==> src/rtl/aes_pkg.sv <==
// Shared AES constants, the padder state encoding and a tkeep popcount helper.
package aes_pkg;

    localparam int AES_BLOCK_SIZE    = 128;
    localparam int AES_BLOCK_BYTES   = 16;
    localparam int AES_256_KEY_BYTES = 32;
    localparam int AES_IV_BYTES      = 16;

    typedef enum logic [2:0] {
        ST_HEADER  = 3'b001,
        ST_PAYLOAD = 3'b010,
        ST_PAD     = 3'b100
    } state_e;

    // Number of set bits in a (zero-extended) tkeep of up to 16 lanes.
    function automatic logic [4:0] popcount16(input logic [15:0] keep);
        logic [4:0] cnt;
        cnt = 5'd0;
        for (int i = 0; i < 16; i++) begin
            cnt = cnt + {4'd0, keep[i]};
        end
        return cnt;
    endfunction

endpackage

==> src/rtl/axis_if.sv <==
// Minimal AXI-Stream bundle with a one-bit tuser carrying the cipher direction.
interface axis_if #(
    parameter int AXIS_WIDTH = 8
) ();
    logic [AXIS_WIDTH-1:0]   tdata;
    logic [AXIS_WIDTH/8-1:0] tkeep;
    logic                    tvalid;
    logic                    tready;
    logic                    tlast;
    logic                    tuser;

    modport master (output tdata, output tkeep, output tvalid, output tlast, output tuser, input tready);
    modport slave  (input tdata, input tkeep, input tvalid, input tlast, input tuser, output tready);
endinterface

==> src/rtl/aes_pkcs7_fill.sv <==
// Combinational PKCS#7 lane filler: byte lanes absent from keep_i take the pad byte.
module aes_pkcs7_fill #(
    parameter int AXIS_WIDTH = 8
) (
    input  logic [AXIS_WIDTH-1:0]   data_i,
    input  logic [AXIS_WIDTH/8-1:0] keep_i,
    input  logic [7:0]              pad_i,
    output logic [AXIS_WIDTH-1:0]   data_o
);

    localparam int BPB = AXIS_WIDTH / 8;

    // Per-lane select between the original byte and the pad value.
    always_comb begin
        data_o = data_i;
        for (int i = 0; i < BPB; i++) begin
            if (keep_i[i]) begin
                data_o[i*8 +: 8] = data_i[i*8 +: 8];
            end else begin
                data_o[i*8 +: 8] = pad_i;
            end
        end
    end

endmodule

==> src/rtl/aes_cbc_pkcs7_padder.sv <==
// Feeds key, IV and payload to the AES-256-CBC core as a 16-byte aligned stream,
// appending PKCS#7 padding on encrypt and length-checking on decrypt.
module aes_cbc_pkcs7_padder
    import aes_pkg::*;
#(
    parameter int AXIS_WIDTH = 8
) (
    input  logic   Clk,
    input  logic   Rst,
    axis_if.slave  S_axis,
    axis_if.master M_axis,
    output logic   Err
);

    localparam int             BPB       = AXIS_WIDTH / 8;
    localparam int             HDR_BEATS = (AES_256_KEY_BYTES + AES_IV_BYTES) / BPB;
    localparam logic [5:0]     HDR_LAST  = 6'(HDR_BEATS - 1);
    localparam logic [4:0]     BPB5      = 5'(BPB);
    localparam logic [4:0]     BLK5      = 5'(AES_BLOCK_BYTES);
    localparam logic [BPB-1:0] KEEP_ALL  = {BPB{1'b1}};

    state_e                  state_q, state_d;
    logic                    mode_q, mode_d;
    logic [5:0]              hdr_cnt_q, hdr_cnt_d;
    logic [3:0]              off_q, off_d;
    logic [4:0]              pad_q, pad_d;
    logic                    tvalid_q, tvalid_d;
    logic [AXIS_WIDTH-1:0]   tdata_q, tdata_d;
    logic [BPB-1:0]          tkeep_q, tkeep_d;
    logic                    tlast_q, tlast_d;
    logic                    tuser_q, tuser_d;
    logic                    err_q, err_d;

    logic                    out_ready_s;
    logic                    s_tready_s;
    logic                    in_fire_s;
    logic                    hdr_first_s;
    logic                    hdr_last_s;
    logic                    keep_full_s;
    logic [4:0]              n_s;
    logic [4:0]              pay_sum_s;
    logic [4:0]              off_step_s;
    logic                    pad_end_s;
    logic                    blk_done_s;
    logic [4:0]              pad_calc_s;
    logic [7:0]              pad_byte_s;
    logic [AXIS_WIDTH-1:0]   filled_s;

    assign out_ready_s = ~tvalid_q | M_axis.tready;
    assign s_tready_s  = out_ready_s & (state_q != ST_PAD);
    assign in_fire_s   = S_axis.tvalid & s_tready_s;
    assign hdr_first_s = (hdr_cnt_q == 6'd0);
    assign hdr_last_s  = (hdr_cnt_q == HDR_LAST);
    assign keep_full_s = &S_axis.tkeep;
    assign n_s         = popcount16(16'(S_axis.tkeep));
    assign pay_sum_s   = {1'b0, off_q} + n_s;
    assign off_step_s  = {1'b0, off_q} + BPB5;
    // >= rather than == so a misaligned offset after a framing error still terminates padding.
    assign pad_end_s   = (off_step_s >= BLK5);
    assign blk_done_s  = (off_step_s == BLK5) & (n_s < BPB5);
    assign pad_calc_s  = BLK5 - {1'b0, pay_sum_s[3:0]};
    assign pad_byte_s  = {3'b000, pad_q};

    aes_pkcs7_fill #(
        .AXIS_WIDTH(AXIS_WIDTH)
    ) u_fill (
        .data_i(S_axis.tdata),
        .keep_i(S_axis.tkeep),
        .pad_i ({3'b000, pad_calc_s}),
        .data_o(filled_s)
    );

    assign S_axis.tready = s_tready_s;
    assign M_axis.tvalid = tvalid_q;
    assign M_axis.tdata  = tdata_q;
    assign M_axis.tkeep  = tkeep_q;
    assign M_axis.tlast  = tlast_q;
    assign M_axis.tuser  = tuser_q;
    assign Err           = err_q;

    // State, counters and the registered output stage.
    always_ff @(posedge Clk) begin
        if (Rst) begin
            state_q   <= ST_HEADER;
            mode_q    <= 1'b0;
            hdr_cnt_q <= 6'd0;
            off_q     <= 4'd0;
            pad_q     <= 5'd0;
            tvalid_q  <= 1'b0;
            tdata_q   <= {AXIS_WIDTH{1'b0}};
            tkeep_q   <= {BPB{1'b0}};
            tlast_q   <= 1'b0;
            tuser_q   <= 1'b0;
            err_q     <= 1'b0;
        end else begin
            state_q   <= state_d;
            mode_q    <= mode_d;
            hdr_cnt_q <= hdr_cnt_d;
            off_q     <= off_d;
            pad_q     <= pad_d;
            tvalid_q  <= tvalid_d;
            tdata_q   <= tdata_d;
            tkeep_q   <= tkeep_d;
            tlast_q   <= tlast_d;
            tuser_q   <= tuser_d;
            err_q     <= err_d;
        end
    end

    // Next-state and counter update.
    always_comb begin
        state_d   = state_q;
        mode_d    = mode_q;
        hdr_cnt_d = hdr_cnt_q;
        off_d     = off_q;
        pad_d     = pad_q;
        case (state_q)
            ST_HEADER: begin
                if (in_fire_s) begin
                    if (hdr_first_s) begin
                        mode_d = S_axis.tuser;
                    end else begin
                        mode_d = mode_q;
                    end
                    if (S_axis.tlast && !hdr_last_s) begin
                        hdr_cnt_d = 6'd0;
                    end else if (hdr_last_s) begin
                        hdr_cnt_d = 6'd0;
                        off_d     = 4'd0;
                        if (!S_axis.tlast) begin
                            state_d = ST_PAYLOAD;
                        end else if (mode_q) begin
                            state_d = ST_PAD;
                            pad_d   = BLK5;
                        end else begin
                            state_d = ST_HEADER;
                        end
                    end else begin
                        hdr_cnt_d = hdr_cnt_q + 6'd1;
                    end
                end else begin
                    state_d = ST_HEADER;
                end
            end
            ST_PAYLOAD: begin
                if (in_fire_s) begin
                    off_d = off_step_s[3:0];
                    if (!S_axis.tlast) begin
                        state_d = ST_PAYLOAD;
                    end else if (mode_q && !blk_done_s) begin
                        state_d = ST_PAD;
                        pad_d   = pad_calc_s;
                    end else begin
                        state_d = ST_HEADER;
                        off_d   = 4'd0;
                    end
                end else begin
                    state_d = ST_PAYLOAD;
                end
            end
            ST_PAD: begin
                if (out_ready_s) begin
                    if (pad_end_s) begin
                        state_d = ST_HEADER;
                        off_d   = 4'd0;
                    end else begin
                        off_d = off_step_s[3:0];
                    end
                end else begin
                    state_d = ST_PAD;
                end
            end
            default: begin
                state_d   = ST_HEADER;
                hdr_cnt_d = 6'd0;
                off_d     = 4'd0;
            end
        endcase
    end

    // Output beat and framing-error pulse for the next cycle.
    always_comb begin
        tvalid_d = tvalid_q;
        tdata_d  = tdata_q;
        tkeep_d  = tkeep_q;
        tlast_d  = tlast_q;
        tuser_d  = tuser_q;
        err_d    = 1'b0;
        if (out_ready_s) begin
            tvalid_d = 1'b0;
            case (state_q)
                ST_HEADER: begin
                    if (in_fire_s && !(S_axis.tlast && !hdr_last_s)) begin
                        tvalid_d = 1'b1;
                        tdata_d  = S_axis.tdata;
                        tkeep_d  = S_axis.tkeep;
                        tlast_d  = S_axis.tlast & ~mode_q;
                        tuser_d  = hdr_first_s ? S_axis.tuser : mode_q;
                        err_d    = S_axis.tlast & ~mode_q;
                    end else begin
                        err_d = in_fire_s;
                    end
                end
                ST_PAYLOAD: begin
                    if (in_fire_s) begin
                        tvalid_d = 1'b1;
                        tuser_d  = mode_q;
                        if (mode_q && S_axis.tlast) begin
                            tdata_d = filled_s;
                            tkeep_d = KEEP_ALL;
                            tlast_d = blk_done_s;
                        end else begin
                            tdata_d = S_axis.tdata;
                            tkeep_d = S_axis.tkeep;
                            tlast_d = S_axis.tlast;
                            if (!mode_q && S_axis.tlast) begin
                                err_d = (pay_sum_s != BLK5);
                            end else begin
                                err_d = ~keep_full_s;
                            end
                        end
                    end else begin
                        tvalid_d = 1'b0;
                    end
                end
                ST_PAD: begin
                    tvalid_d = 1'b1;
                    tdata_d  = {BPB{pad_byte_s}};
                    tkeep_d  = KEEP_ALL;
                    tlast_d  = pad_end_s;
                    tuser_d  = mode_q;
                end
                default: begin
                    tvalid_d = 1'b0;
                end
            endcase
        end else begin
            tvalid_d = tvalid_q;
        end
    end

endmodule

==> src/flat_wrapper.sv <==
// flat-port wrapper written by rule: the top's interface ports become plain ports
module aes_cbc_pkcs7_padder_flat import aes_pkg::*;
#(
    parameter int AXIS_WIDTH = 8
)
  (Clk, Rst, Err, S_axis_tdata, S_axis_tkeep, S_axis_tvalid, S_axis_tlast, S_axis_tuser, S_axis_tready, M_axis_tdata, M_axis_tkeep, M_axis_tvalid, M_axis_tlast, M_axis_tuser, M_axis_tready);
  axis_if #(.AXIS_WIDTH(AXIS_WIDTH)) S_axis_i ();
  axis_if #(.AXIS_WIDTH(AXIS_WIDTH)) M_axis_i ();
  input  logic Clk;
  input  logic Rst;
  output logic Err;
  input wire logic [$bits(S_axis_i.tdata)-1:0] S_axis_tdata;
  input wire logic [$bits(S_axis_i.tkeep)-1:0] S_axis_tkeep;
  input wire logic [$bits(S_axis_i.tvalid)-1:0] S_axis_tvalid;
  input wire logic [$bits(S_axis_i.tlast)-1:0] S_axis_tlast;
  input wire logic [$bits(S_axis_i.tuser)-1:0] S_axis_tuser;
  output wire logic [$bits(S_axis_i.tready)-1:0] S_axis_tready;
  output wire logic [$bits(M_axis_i.tdata)-1:0] M_axis_tdata;
  output wire logic [$bits(M_axis_i.tkeep)-1:0] M_axis_tkeep;
  output wire logic [$bits(M_axis_i.tvalid)-1:0] M_axis_tvalid;
  output wire logic [$bits(M_axis_i.tlast)-1:0] M_axis_tlast;
  output wire logic [$bits(M_axis_i.tuser)-1:0] M_axis_tuser;
  input wire logic [$bits(M_axis_i.tready)-1:0] M_axis_tready;
  assign S_axis_i.tdata = S_axis_tdata;
  assign S_axis_i.tkeep = S_axis_tkeep;
  assign S_axis_i.tvalid = S_axis_tvalid;
  assign S_axis_i.tlast = S_axis_tlast;
  assign S_axis_i.tuser = S_axis_tuser;
  assign S_axis_tready = S_axis_i.tready;
  assign M_axis_tdata = M_axis_i.tdata;
  assign M_axis_tkeep = M_axis_i.tkeep;
  assign M_axis_tvalid = M_axis_i.tvalid;
  assign M_axis_tlast = M_axis_i.tlast;
  assign M_axis_tuser = M_axis_i.tuser;
  assign M_axis_i.tready = M_axis_tready;
  aes_cbc_pkcs7_padder #(.AXIS_WIDTH(AXIS_WIDTH)) u_core (.Clk(Clk), .Rst(Rst), .S_axis(S_axis_i), .M_axis(M_axis_i), .Err(Err));
endmodule
==> config.mk <==
export PLATFORM = sky130hd
export DESIGN_NAME = aes_cbc_pkcs7_padder_flat
export DESIGN_NICKNAME = d
export VERILOG_FILES = /design/src/rtl/aes_pkg.sv /design/src/rtl/axis_if.sv /design/src/rtl/aes_pkcs7_fill.sv /design/src/rtl/aes_cbc_pkcs7_padder.sv /design/src/flat_wrapper.sv
export SDC_FILE = /design/constraint.sdc
export NUM_CORES = 1
export LEC_CHECK = 0
export ABC_CLOCK_PERIOD_IN_PS = 5450
export CAP_MARGIN = 20
export CORE_MARGIN = 3
export CORE_UTILIZATION = 25
export CTS_BUF_LIST = sky130_fd_sc_hd__clkbuf_4 sky130_fd_sc_hd__clkbuf_8
export DETAILED_ROUTE_END_ITERATION = 7
export DONT_BUFFER_PORTS = 1
export HOLD_SLACK_MARGIN = 0.12
export MAX_ROUTING_LAYER = met4
export SLEW_MARGIN = 20
export SYNTH_ARGS = -nofsm -noshare
export SYNTH_HDL_FRONTEND = slang
export SYNTH_SLANG_ARGS = --single-unit
export TNS_END_PERCENT = 20
==> constraint.sdc <==
create_clock -name Clk -period 5.45 [get_ports Clk]
set_input_delay 0.2725 -clock Clk [delete_from_list [all_inputs] [get_ports Clk]]
set_output_delay 0.2725 -clock Clk [all_outputs]
set_load 0.01 [all_outputs]
Word level (Yosys, flattened, before mapping)
Index checks and enable logic that the tools add are counted.

Register bits: 32. Output and inout port bits: 14.

Add/sub/neg operators: 4. Magnitude comparators: 2. Eq/ne operators: 20. Mux-type cells: 58. Bitwise logic cells: 10. Reductions and logical operators: 20.

Operators by type and width (count): 5-bit 2-to-1 mux (8); 4-bit 2-to-1 mux (8); 8-bit 2-to-1 mux (4); 3-bit 2-to-1 mux (10); 8-bit one-hot mux with 3 select lines (1); 6-bit 2-to-1 mux (3); 1-bit 2-to-1 mux (15); 2-bit by 1-bit != test with 1-bit output, second input constant (7); 3-bit != test, second input constant (4); 1-bit one-hot mux with 3 select lines (4); 4-bit one-hot mux with 3 select lines (1); 6-bit one-hot mux with 2 select lines (1); 5-bit one-hot mux with 2 select lines (1); 3-bit one-hot mux with 3 select lines (1); 9-bit AND reduction (1); 6-bit by 1-bit adder with 6-bit output, second input constant (1); 6-bit == test, second input constant (1); 6-bit logical NOT (1); 2-bit != test, second input constant (3); 4-bit by 1-bit adder with 5-bit output (1); 4-bit by 1-bit adder with 5-bit output, second input constant (1); 5-bit == test, second input constant (1); 5-bit greater-or-equal comparator, second input constant (1); 1-bit logical AND (5); other kinds (18) (30).

Longest topological paths before layout
Gate-level depths: netlist of run 1.

Depth after elaboration: 9. Mapped depth: 9.

Cells and area by module
From an unflattened synthesis of run 1, not the netlist that was laid out.

Cell total of the unflattened synthesis: 269. Area, all modules: 2227.1 um2.

Modules (own cells, without submodules): aes_cbc_pkcs7_padder (times used 1, cells each 260, area an instance 2095.8 um2); aes_pkcs7_fill (times used 1, cells each 9, area an instance 131.4 um2).

Worst setup path after synthesis of run 1
OpenSTA, ideal clock, no wires.

Path type: register -> register. Start point: reg u_core.hdr_cnt_q[0]. End point: reg u_core.tdata_q[3] (netlist: u_core.M_axis.tdata[3]). Library setup time: 119 ps. Arrival time: 1820 ps. Data required time: 5331 ps. Slack: 3511 ps. Stages on the path, launching flop included: 7. Path buffers: 0. Period minus slack after synthesis: 1939 ps. Cell sequence: dfxtp_1 ha_1 and4b_1 nand2_1 a311oi_4 o211ai_1 o221a_2.

Longest elaborated chain between the ends: 7.

RTL lines: start, declared (RTL line aes_cbc_pkcs7_padder.sv:24) `logic [5:0] hdr_cnt_q, hdr_cnt_d;`; start signal, assigned (RTL line aes_cbc_pkcs7_padder.sv:98) `hdr_cnt_q <= hdr_cnt_d;`; 6-bit == test (RTL line aes_cbc_pkcs7_padder.sv:53) `assign hdr_last_s = (hdr_cnt_q == HDR_LAST);`; 1-bit logical NOT (RTL line aes_cbc_pkcs7_padder.sv:193) `if (in_fire_s && !(S_axis.tlast && !hdr_last_s)) begin`; 1-bit logical AND (RTL line aes_cbc_pkcs7_padder.sv:193); 1-bit logical NOT (RTL line aes_cbc_pkcs7_padder.sv:193); 1-bit logical AND (RTL line aes_cbc_pkcs7_padder.sv:193); 2-bit by 1-bit != test with 1-bit output (no source line); 4-bit AND reduction (no source line); end signal, assigned (RTL line aes_cbc_pkcs7_padder.sv:90) `tdata_q <= {AXIS_WIDTH{1'b0}};`; end signal, assigned (RTL line aes_cbc_pkcs7_padder.sv:102) `tdata_q <= tdata_d;`; end, declared (RTL line aes_cbc_pkcs7_padder.sv:28) `logic [AXIS_WIDTH-1:0] tdata_q, tdata_d;`.

No other way between the ends. A chain may end at the register's enable or synchronous reset.

Final worst setup path of run 1
Start point: reg u_core.state_q[1]. End point: reg u_core.tdata_q[3] (netlist: u_core.M_axis.tdata[3]).

Longest elaborated chain between the ends: 6. Elaborated cells on any way between the ends: 12. Those cells by class: 6 x eq/ne; 1 x mux; 2 x bitwise; 3 x reduce/logical.

RTL lines: start, declared (RTL line aes_cbc_pkcs7_padder.sv:22) `state_e state_q, state_d;`; start signal, assigned (RTL line aes_cbc_pkcs7_padder.sv:96) `state_q <= state_d;`; 3-bit != test (RTL line aes_cbc_pkcs7_padder.sv:50) `assign s_tready_s = out_ready_s & (state_q != ST_PAD);`; 1-bit AND (RTL line aes_cbc_pkcs7_padder.sv:50); 1-bit AND (RTL line aes_cbc_pkcs7_padder.sv:51) `assign in_fire_s = S_axis.tvalid & s_tready_s;`; 1-bit logical AND (RTL line aes_cbc_pkcs7_padder.sv:193); 2-bit by 1-bit != test with 1-bit output (no source line); 4-bit AND reduction (no source line).

Parallel ways exist; a longest one is shown, timed or not.

==> results of run 1 <==
cell families after synthesis:
group | Yosys count | synth area share
AOI/OAI and AO/OA | 82 | 0.285
xor gates and xnor gates | 7 | 0.0295
adders and majority gates | 7 | 0.0422
buffers and inverters | 30 | 0.0627
DFF | 32 | 0.309
muxes | 6 | 0.0289
and+or+nand+nor | 92 | 0.243
cell type report:
| class | instances | area, um^2 | share of cell area |
|---|---|---|---|
| multi-input combinational | 194 | 1310 | 0.588 |
| clock inverter | 2 | 10.0 | 0.00451 |
| clock buffer | 6 | 82.6 | 0.0372 |
| timing repair buffer | 1 | 10.0 | 0.00451 |
| tap | 102 | 128 | 0.0575 |
| sequential | 32 | 641 | 0.288 |
| inverter | 12 | 45.0 | 0.0203 |
power groups by stage:
stage          clock [mW]  combinational (mW)  sequential [mW]
6_report            0.196              0.0687            0.259
5_1_grt             0.207              0.0779            0.261
4_1_cts             0.199              0.0684            0.259
3_5_place_dp            0              0.0645            0.265
3_3_place_gp            0              0.0645            0.264
2_1_floorplan           0              0.0643            0.259
metrics by stage:
step	setup slack [ns]	utilization	total power, mW	instances	area, um^2
5_1_grt	2.16	0.282	0.545	349	2220
2_1_floorplan	3.51	-	0.323	256	2080
3_3_place_gp	2.48	0.269	0.329	340	2120
6_report	2.38	0.282	0.524	349	2220
3_5_place_dp	2.41	0.269	0.329	340	2120
4_1_cts	2.41	0.282	0.527	349	2220
registers in the layout (all words and copies together) (netlist names), 3 cells and up:
signal / cells
u_core.hdr_cnt_q: 6
u_core.pad_q: 5
u_core.off_q: 4
u_core.M_axis.tdata: 8
u_core.state_q: 3
worst max-delay path, delay by kind of cell, from the launching register on:
kind | cells | cell delay, ns
AO/OA/AOI/OAI | 4 | 1.47
AND/OR/NAND/NOR | 1 | 0.83
flip-flops | 1 | 0.66
metal layers:
metal | part of all wire | global-route usage
met2 | 0.44 | 0.170
met3 | 0.070 | 0.0380
met4 | 0.020 | 0.0443
met5 | 0 | -
met1 | 0.47 | 0.156
cells in the mapped netlist, types with 2 or more instances:
| cell | instances | area, um^2 |
|---|---|---|
| a2111oi_0 | 2 | 17.5 |
| a211o_1 | 5 | 43.8 |
| a211oi_1 | 7 | 52.6 |
| a21oi_1 | 21 | 105 |
| a22oi_1 | 3 | 22.5 |
| a311oi_1 | 6 | 52.6 |
| a31oi_1 | 4 | 25.0 |
| a41oi_1 | 3 | 26.3 |
| and2_1 | 2 | 12.5 |
| and3_1 | 2 | 12.5 |
| buf_2 | 2 | 10.0 |
| buf_4 | 2 | 15.0 |
| clkbuf_1 | 13 | 48.8 |
| dfxtp_1 | 32 | 641 |
| ha_1 | 7 | 87.6 |
| inv_1 | 12 | 45.0 |
| mux2i_1 | 6 | 60.1 |
| nand2_1 | 16 | 60.1 |
| nand2b_1 | 6 | 37.5 |
| nand3_1 | 14 | 70.1 |
| nor2_1 | 24 | 90.1 |
| nor2b_1 | 4 | 25.0 |
| nor3_1 | 8 | 40.0 |
| nor3b_4 | 2 | 37.5 |
| nor4_1 | 3 | 18.8 |
| o211ai_1 | 4 | 30.0 |
| o21a_1 | 3 | 22.5 |
| o21ai_0 | 10 | 50.1 |
| o32ai_1 | 2 | 17.5 |
| or3b_2 | 2 | 17.5 |
| xnor2_1 | 3 | 26.3 |
| xor2_1 | 4 | 35.0 |
worst min-delay path by stage:
stage	to	slack, ns	cells after the start	start
2_1_floorplan	u_core.mode_q	0.42	2	S_axis_tuser
4_1_cts	u_core.M_axis.tdata[7]	0.12	2	S_axis_tdata[7]
3_5_place_dp	u_core.off_q[3]	0.35	1	Rst
5_1_grt	u_core.M_axis.tdata[7]	0.13	2	S_axis_tdata[7]
3_3_place_gp	u_core.hdr_cnt_q[1]	0.35	1	Rst
6_report	u_core.M_axis.tdata[7]	0.13	2	S_axis_tdata[7]
repair_timing:
item | CTS | global route
gates resized for setup | 0 | 0
hold buffers | 1 | 0
hold endpoints to repair | 26 | 0
cell usage in the layout, fill, tap and decap left out, types with 2 or more instances in the layout:
| cell | n |
|---|---|
| a2111oi_0 | 2 |
| a211o_1 | 5 |
| a211oi_1 | 7 |
| a21oi_1 | 21 |
| a22oi_1 | 3 |
| a311oi_1 | 6 |
| a31oi_1 | 4 |
| a41oi_1 | 3 |
| and2_1 | 2 |
| and3_1 | 2 |
| clkbuf_8 | 6 |
| clkinv_2 | 2 |
| dfxtp_1 | 32 |
| ha_1 | 7 |
| inv_1 | 12 |
| mux2i_1 | 6 |
| nand2_1 | 16 |
| nand2b_1 | 6 |
| nand3_1 | 14 |
| nor2_1 | 24 |
| nor2b_1 | 4 |
| nor3_1 | 8 |
| nor3b_4 | 2 |
| nor4_1 | 3 |
| o211ai_1 | 4 |
| o21a_1 | 3 |
| o21ai_0 | 10 |
| o32ai_1 | 2 |
| or3b_2 | 2 |
| xnor2_1 | 3 |
| xor2_1 | 4 |
==> results, run 1 <==
- The fmax is around 330 MHz.
- Global routing finished with a remaining overflow of 0.
- In this run the tool buffered the top-level ports with 0 buffer cells.
- The H-tree was split into 2 levels.
- Cell internal power was estimated by the tool at between 300 and 400 uW.
- Synthesis handed over a netlist of ~260 instances.
- The launch point of the worst path is u_core.state_q[1].
- Setup repair after global routing left no endpoint under its margin.
- In this run the deepest clock path goes through 2 buffers.
- Entering global routing, the biggest net connects 27 pins.
- The critical register-to-register path endpoint is u_core.M_axis.tdata[3].
- The kind of end point of the critical path is a flip-flop.
- STA classifies the critical path startpoint as a flip-flop.
- The classification of the worst-slack hold path is in2reg.
- At the worst endpoint, the required time is 5.63 ns.
- The number of clock buffers inserted by TritonCTS is 5.
- For the worst setup path, the data arrival time is approximately 3.3 ns.
- The die covers about 0.0094 mm^2.
- The slowest stage cell on the critical path is nor3b_2.
- The initial antenna violation count is 0.
- The total setup violations reported at the end of the flow is 0.
- The height of the die is a little under 100 um.
- The number of enable flip-flop cells after synthesis is 0.
- Of the synthesized area, sequential elements account for 0.309.
- The root buffer selected by CTS is clkbuf_8.
- The first-pass iteration count of the detailed router is 4.
- The worst register-to-register path has a setup slack of 2.38 ns.
- The capturing instance or port of the critical path is u_core.M_axis.tdata[3].
- The worst path in the final design needs a cycle of between 3 and 4 ns, including I/O delays and setup.
- From synthesis to final layout, the design area changed by 6.99%.
- The combinational fraction of design power is 0.131.
- Of the cells placed in the final design, the portion with a size suffix greater than 1 is 0.0729.
- In the finished design, the share of the clock period the worst path needs comes to 0.563.
- The count of maximum capacitance violations is 0.
- After synthesis, the share of flip-flops with an asynchronous set or reset is 0.
- The number of nets handed over by synthesis was between 200 and 300.
- The detail-routed net length per standard cell is 15.3 um.
- The remaining design rule violation count is 0.
- The CTS sink count is 32.
- In this run the cell area of the synthesized design comes to a little over 0.002 mm^2.
- In this run the horizontal extent of the chip is 97.1 um.
- The initial utilization of the core area, before any placement, comes to 0.263.
- The maximum net fanout on the critical path is 19.
- The congestion estimate from routability-driven global placement came to 0.861.
- The critical path goes through nor3b_2, a211oi_1, a311oi_4, o211ai_1, o221a_2.
- The tightest hold margin is around 0.13 ns.
- Of the total power, the clock network draws 0.374.
- The count of vias placed by the detailed router is about 1,900.
- The power per standard cell area is about 240 mW/mm^2.
- The number of failing hold endpoints at the final stage was 0.
- The iteration-0 DRC count of the detailed router is roughly 140.
- The number of library cell types mapped by synthesis is 54.
- The sequential share of power is 0.494.
- The class of the most critical setup path is reg2reg.
- The share of total power consumed by net switching is 0.287.
- The routed wire length is 5350 um.
- After routing, the total negative slack on setup checks comes to 0 ns.
- For this design the total switching power over the nets is 150 uW.
- The region available for standard cell placement spans approximately 0.0079 mm^2.
- The clock latency on the worst-skew pair is 0.29 ns.
- The clock tree from TritonCTS is built.
- At the end of the flow, the number of nets in the layout was 268.
- The flow ran to the end, and the final reports show no timing, DRC or antenna violations.
- The worst supply voltage drop on vdd is about 0.00008 V.
- The dominant register cell in the synthesized netlist is dfxtp_1.
- The max-slew violation count was 0.
- The startpoint identified for the worst register-to-register timing path is u_core.state_q[1].
- The count of warnings emitted by yosys is 0.
- The number of setup buffers added after CTS is 0.
- 29 I/O pins were placed.
- The number of nets with antenna violations after detailed routing is 0.
- The worst pin sits at a relative slew slack of 0.333.
- The wire length of the first global-routing pass is between 8000 and 9000 um.
- The global routing usage summed across all routing layers is 0.119.
- The count of filler cells inserted in the layout is around 820.
- After clock tree synthesis, the clock-pin slew on the worst setup and hold paths is approximately 0.070 ns.
- The slew of the pin with the lowest slew margin is between 0.9 and 1 ns.
- The post-synthesis average cell area is 8.11 um^2.
- The number of global-route vias before repair is between 1,500 and 2,000.
- In this design, the stage delay of the slowest critical-path cell is roughly 0.83 ns.
- The synthesized design contains 32 register bits.
- Using the TritonRoute via totals, the vias-per-cell ratio works out to about 5.5.
- The leakage power is between 0.7 and 0.8 nW.
- The placed wire-length estimate is between 3000 and 4000 um.
- Across the routed clock network, the largest skew measured is roughly 0.0046 ns.
- Measured in cells, the most critical reg-to-reg path has a length of 5.
- The number of placement rows is 32.
- 0 antenna diodes ended up in the layout.
(Power assumes the default switching activity.)
==> run 2: changes to the inputs <==
--- a/config.mk
+++ b/config.mk
@@ -5,7 +5,8 @@
 export SDC_FILE = /design/constraint.sdc
 export NUM_CORES = 1
 export LEC_CHECK = 0
-export ABC_CLOCK_PERIOD_IN_PS = 5450
+export ABC_AREA = 1
+export ABC_CLOCK_PERIOD_IN_PS = 2700
 export CAP_MARGIN = 20
 export CORE_MARGIN = 3
 export CORE_UTILIZATION = 25
==> constraint.sdc (replaced) <==
create_clock -name Clk -period 2.7 [get_ports Clk]
set_input_delay 0.135 -clock Clk [delete_from_list [all_inputs] [get_ports Clk]]
set_output_delay 0.135 -clock Clk [all_outputs]
set_load 0.01 [all_outputs]
==> run 2 against run 1 <==
Non-clock buffer count increased by 6. Worst hold slack better by 0.0021 ns. Synthesized cell count rose by 27%. Clock power rose to 2.6 times the previous value. Critical endpoint is now u_core.M_axis.tdata[2]. Largest cell class unchanged. Largest power group is now combinational cells. Highest routed layer unchanged.
==> results, run 2 <==
- The flow ran to the end, and the final reports show no timing, DRC or antenna violations.
- The global routing usage summed across all routing layers is 0.124 (+0.00491).
- The placed wire-length estimate is 4060 um (+5.7%).
- The utilization after layout was 0.300 (+0.0189).
- The clock latency on the worst-skew pair is 0.28 ns (about the same).
- The worst slew margin relative to its limit is 0.540 (+0.207).
- The clock slew at the register clock pins of the worst setup and hold paths is 0.07 ns (about the same).
- The leakage power is 1.06 nW (+43%).
- The most common cell after layout, fill and taps aside is nand2_1.
- The detail-routed net length per standard cell is 12.8 um (-16%).
- The top cell types in the final layout, fill and taps aside, are 84 x nand2_1, 44 x nor2_1, 32 x inv_1, 32 x dfxtp_1, 26 x a21oi_1.
- The initial antenna violation count was 0 (unchanged).
- The post-synthesis compound-gate area fraction is 0.152 (-0.133).
- The async set-or-reset flop fraction in the synthesized netlist is 0 (unchanged).
- The launch point of the worst path is u_core.hdr_cnt_q[0].
- The kind of end point of the critical path is a flip-flop.
- The routed wire length is 5580 um (+4.3%).
- The main combinational cell family by area after synthesis is simple AND/OR/NAND/NOR gates.
- The overall overflow remaining after global route is 0 (unchanged).
- The most used flip-flop cell after synthesis is dfxtp_1.
- The routed metal-1 wire length came to 2640 um (+4.3%).
- The startpoint class of the critical path is a flip-flop.
- The number of enable flip-flop cells after synthesis is 0 (unchanged).
- The path class of the tightest hold or removal check is in2reg.
- The tightest hold margin is 0.132 ns (+0.00212 ns).
- The minimum clock period after layout is 1.98 ns (-1.09 ns).
- The post-route fraction of the period consumed by the critical path came to 0.733 (+0.170).
- The mean number of vias per cell was 4.68 (-14%).
- The total setup violations reported at the end of the flow is 0 (unchanged).
- The number of gates resized after cts is 0 (unchanged).
- The commonest cells after synthesis are 84 x nand2_1, 44 x nor2_1, 32 x dfxtp_1, 32 x inv_1, 26 x a21oi_1.
- The largest net degree at the start of global routing is 22 (-19%).
- The power per standard cell area came to 944 mW/mm^2 (+300%).
- The critical hold path startpoint is S_axis_tdata[1].
- The worst clock skew on the final layout came to 0.00516 ns (+0.000528 ns).
- The fmax is 505 MHz (+55%).
- The synthesized area came to 0.00208 mm^2 (+0.12%).
- The sequential element share of the synthesized area came to 0.308 (-0.000372).
- The total nets after synthesis is 347 (+25%).
- In this run the critical register-to-register path is launched from u_core.hdr_cnt_q[0].
- The antenna diode count is 0 (unchanged).
- The total die area is 0.00944 mm^2 (+0.11%).
- The CTS sink count is 32 (unchanged).
- The post-synthesis cell count came to 325 (+27%).
- The number of storage elements in the synthesis netlist came to 32 (unchanged).
- The count of maximum capacitance violations was 0 (unchanged).
- The height of the die is 97.2 um (about the same).
- The chip width is 97.2 um (about the same).
- The total met2 wirelength after detailed routing is 2490 um (+6.9%).
- The data arrival time at the worst-slack endpoint is 2.20 ns (-1.05 ns).
- The first-pass iteration count of the detailed router is 4 (unchanged).
- The slew of the pin with the lowest slew margin is 0.689 ns (-0.308 ns).
- The number of flip-flops in the largest register was 8 (unchanged).
- The area of the core is 0.00789 mm^2 (unchanged).
- The area share of and/or/nand/nor cells after synthesis is 0.388 (+0.145).
- Signal routing reaches up to met4.
- The boundary pin count is 29 (unchanged).
- The library cell with the highest instance count after synthesis is nand2_1.
- Ranked by total cell area, the synthesized netlist is headed by dfxtp_1 31%, nand2_1 15%, nor2_1 7.9%.
- The count of warnings emitted by yosys is 0 (unchanged).
- The post-synthesis average cell area was 6.39 um^2 (-21%).
- The met3 wirelength from detailed routing is 378 um (+1.1%).
- The adder and majority gate portion of the synthesized area is 0.0421 (-0.0000508).
- The iteration-0 DRC count of the detailed router came to 141 (-2.1%).
- The required time of the worst setup path is 2.92 ns (-2.71 ns).
- The count of input and output buffers is 0 (unchanged).
- The max-slew violation count is 0 (unchanged).
- The top-area cell type share of the netlist area is 0.308 (-0.000372).
- The XOR/XNOR share of the synthesized area came to 0.0169 (-0.0127).
- The maximum level of the CTS H-tree came to 2 (unchanged).
- The number of clock buffers inserted by TritonCTS came to 5 (unchanged).
- The final weighted congestion of routability-driven global placement is 0.955 (+11%).
- The mux contribution to synthesized area is 0 (-0.0289).
- The number of failing hold endpoints at the final stage is 0 (unchanged).
- dfxtp_1 takes more of the synthesized area than any other cell.
- The number of library cell types mapped by synthesis is 29 (-46%).
- The number of nets with antenna violations after detailed routing was 0 (unchanged).
- The remaining design rule violation count is 0 (unchanged).
- The count of vias placed by the detailed router is 2,040 (+7.1%).
- The root buffer selected by CTS is clkbuf_8.
- The area added between synthesis and finish is 14.0%.
- The worst setup slack after layout is 0.722 ns (-1.66 ns).
- The maximum net fanout on the critical path is 16 (-3).
- The total power after layout is 2.24 mW (+330%).
- The number of global-route vias before repair is 1,817 (+6.1%).
- The class of the most critical setup path is reg2reg.
- The worst supply voltage drop on vdd was 0.000309 V (+290%).
- The number of placement rows is 32 (unchanged).
- The worst setup slack after placement is 0.753 ns (-1.66 ns).
- The clock tree from TritonCTS is built.
- The final total negative setup slack was 0 ns (unchanged).
- The net total in the final layout is 355 (+32%).
- Setup repair after global routing left no endpoint under its margin.
- The starting density of the core is 0.263 (+0.000317).
- The wire length of the first global-routing pass was 9200 um (+2.5%).
- The fraction of layout cells with a size suffix above 1 is 0.0988 (+0.0259).
- The worst-case clock buffer depth is 2 (unchanged).
-- run 2: changes by cell type in the layout (fill, tap and decap cells not counted), sizes merged, moves of 4 or more --
| cell | change |
|---|---|
| a211o | -5 |
| a211oi | -8 |
| a21oi | +6 |
| a311oi | -7 |
| a31oi | -4 |
| dlygate4sd3 | +6 |
| inv | +30 |
| mux2i | -6 |
| nand2 | +72 |
| nand2b | -6 |
| nand3 | +15 |
| nor2 | +21 |
| nor2b | -4 |
| o21ai | +14 |
-- run 2: final timing paths --
check                                end  slack [ns]  depth (start not counted)
hold reg to reg          u_core.pad_q[1]        0.49                          2
setup / recovery  u_core.M_axis.tdata[2]        0.72                          9
setup reg to reg  u_core.M_axis.tdata[2]        0.72                          9
hold / removal    u_core.M_axis.tdata[1]        0.13                          4
-- run 2: logic make-up after synthesis --
kind of cell | after synthesis
and+or+nand+nor | 176
adders and majority gates | 7
DFF | 32
buffers and inverters | 49
AOI/OAI and AO/OA | 57
xor gates and xnor gates | 4
-- run 2: critical path, cell delays in order, from the launching register on --
cell	delay [ns]
dfxtp_1	0.41
ha_1	0.22
nand3_1	0.15
nor3_2	0.17
nor2_1	0.12
o21ai_2	0.36
nand2_4	0.21
nand2_1	0.10
nand2_1	0.05
nor2_1	0.12
-- run 2: what timing repair did --
action	in CTS	in global routing
endpoints found under the hold margin	14	0
hold buffers	7	0
buffers inserted	0	0
endpoints found under the setup margin	0	0
-- run 2: through the flow --
stage,cell area [um^2],cells
5_1_grt,2370,436
3_3_place_gp,2170,421
3_5_place_dp,2170,421
6_report,2370,436
2_1_floorplan,2080,325
4_1_cts,2370,436
-- run 2: area by class of cell --
class	instances	area (um^2)
Fill cell	880	5520
Multi-Input combinational cell	244	1240
Sequential cell	32	641
Inverter	43	161
Tap cell	102	128
Clock buffer	7	96.3
Timing Repair Buffer	7	70.1
Clock inverter	1	30.0
-- run 2: where the power goes --
group | switching, mW | internal (mW)
logic | 0.687 | 0.310
clock network | 0.187 | 0.326
registers | 0.130 | 0.596
-- run 2: layer usage --
| metal | up-vias | global-route usage |
|---|---|---|
| met3 | 4 | 0.0309 |
| met1 | 907 | 0.165 |
| li1 | 1066 | - |
| met4 | 0 | 0.0356 |
| met5 | - | - |
| met2 | 63 | 0.186 |
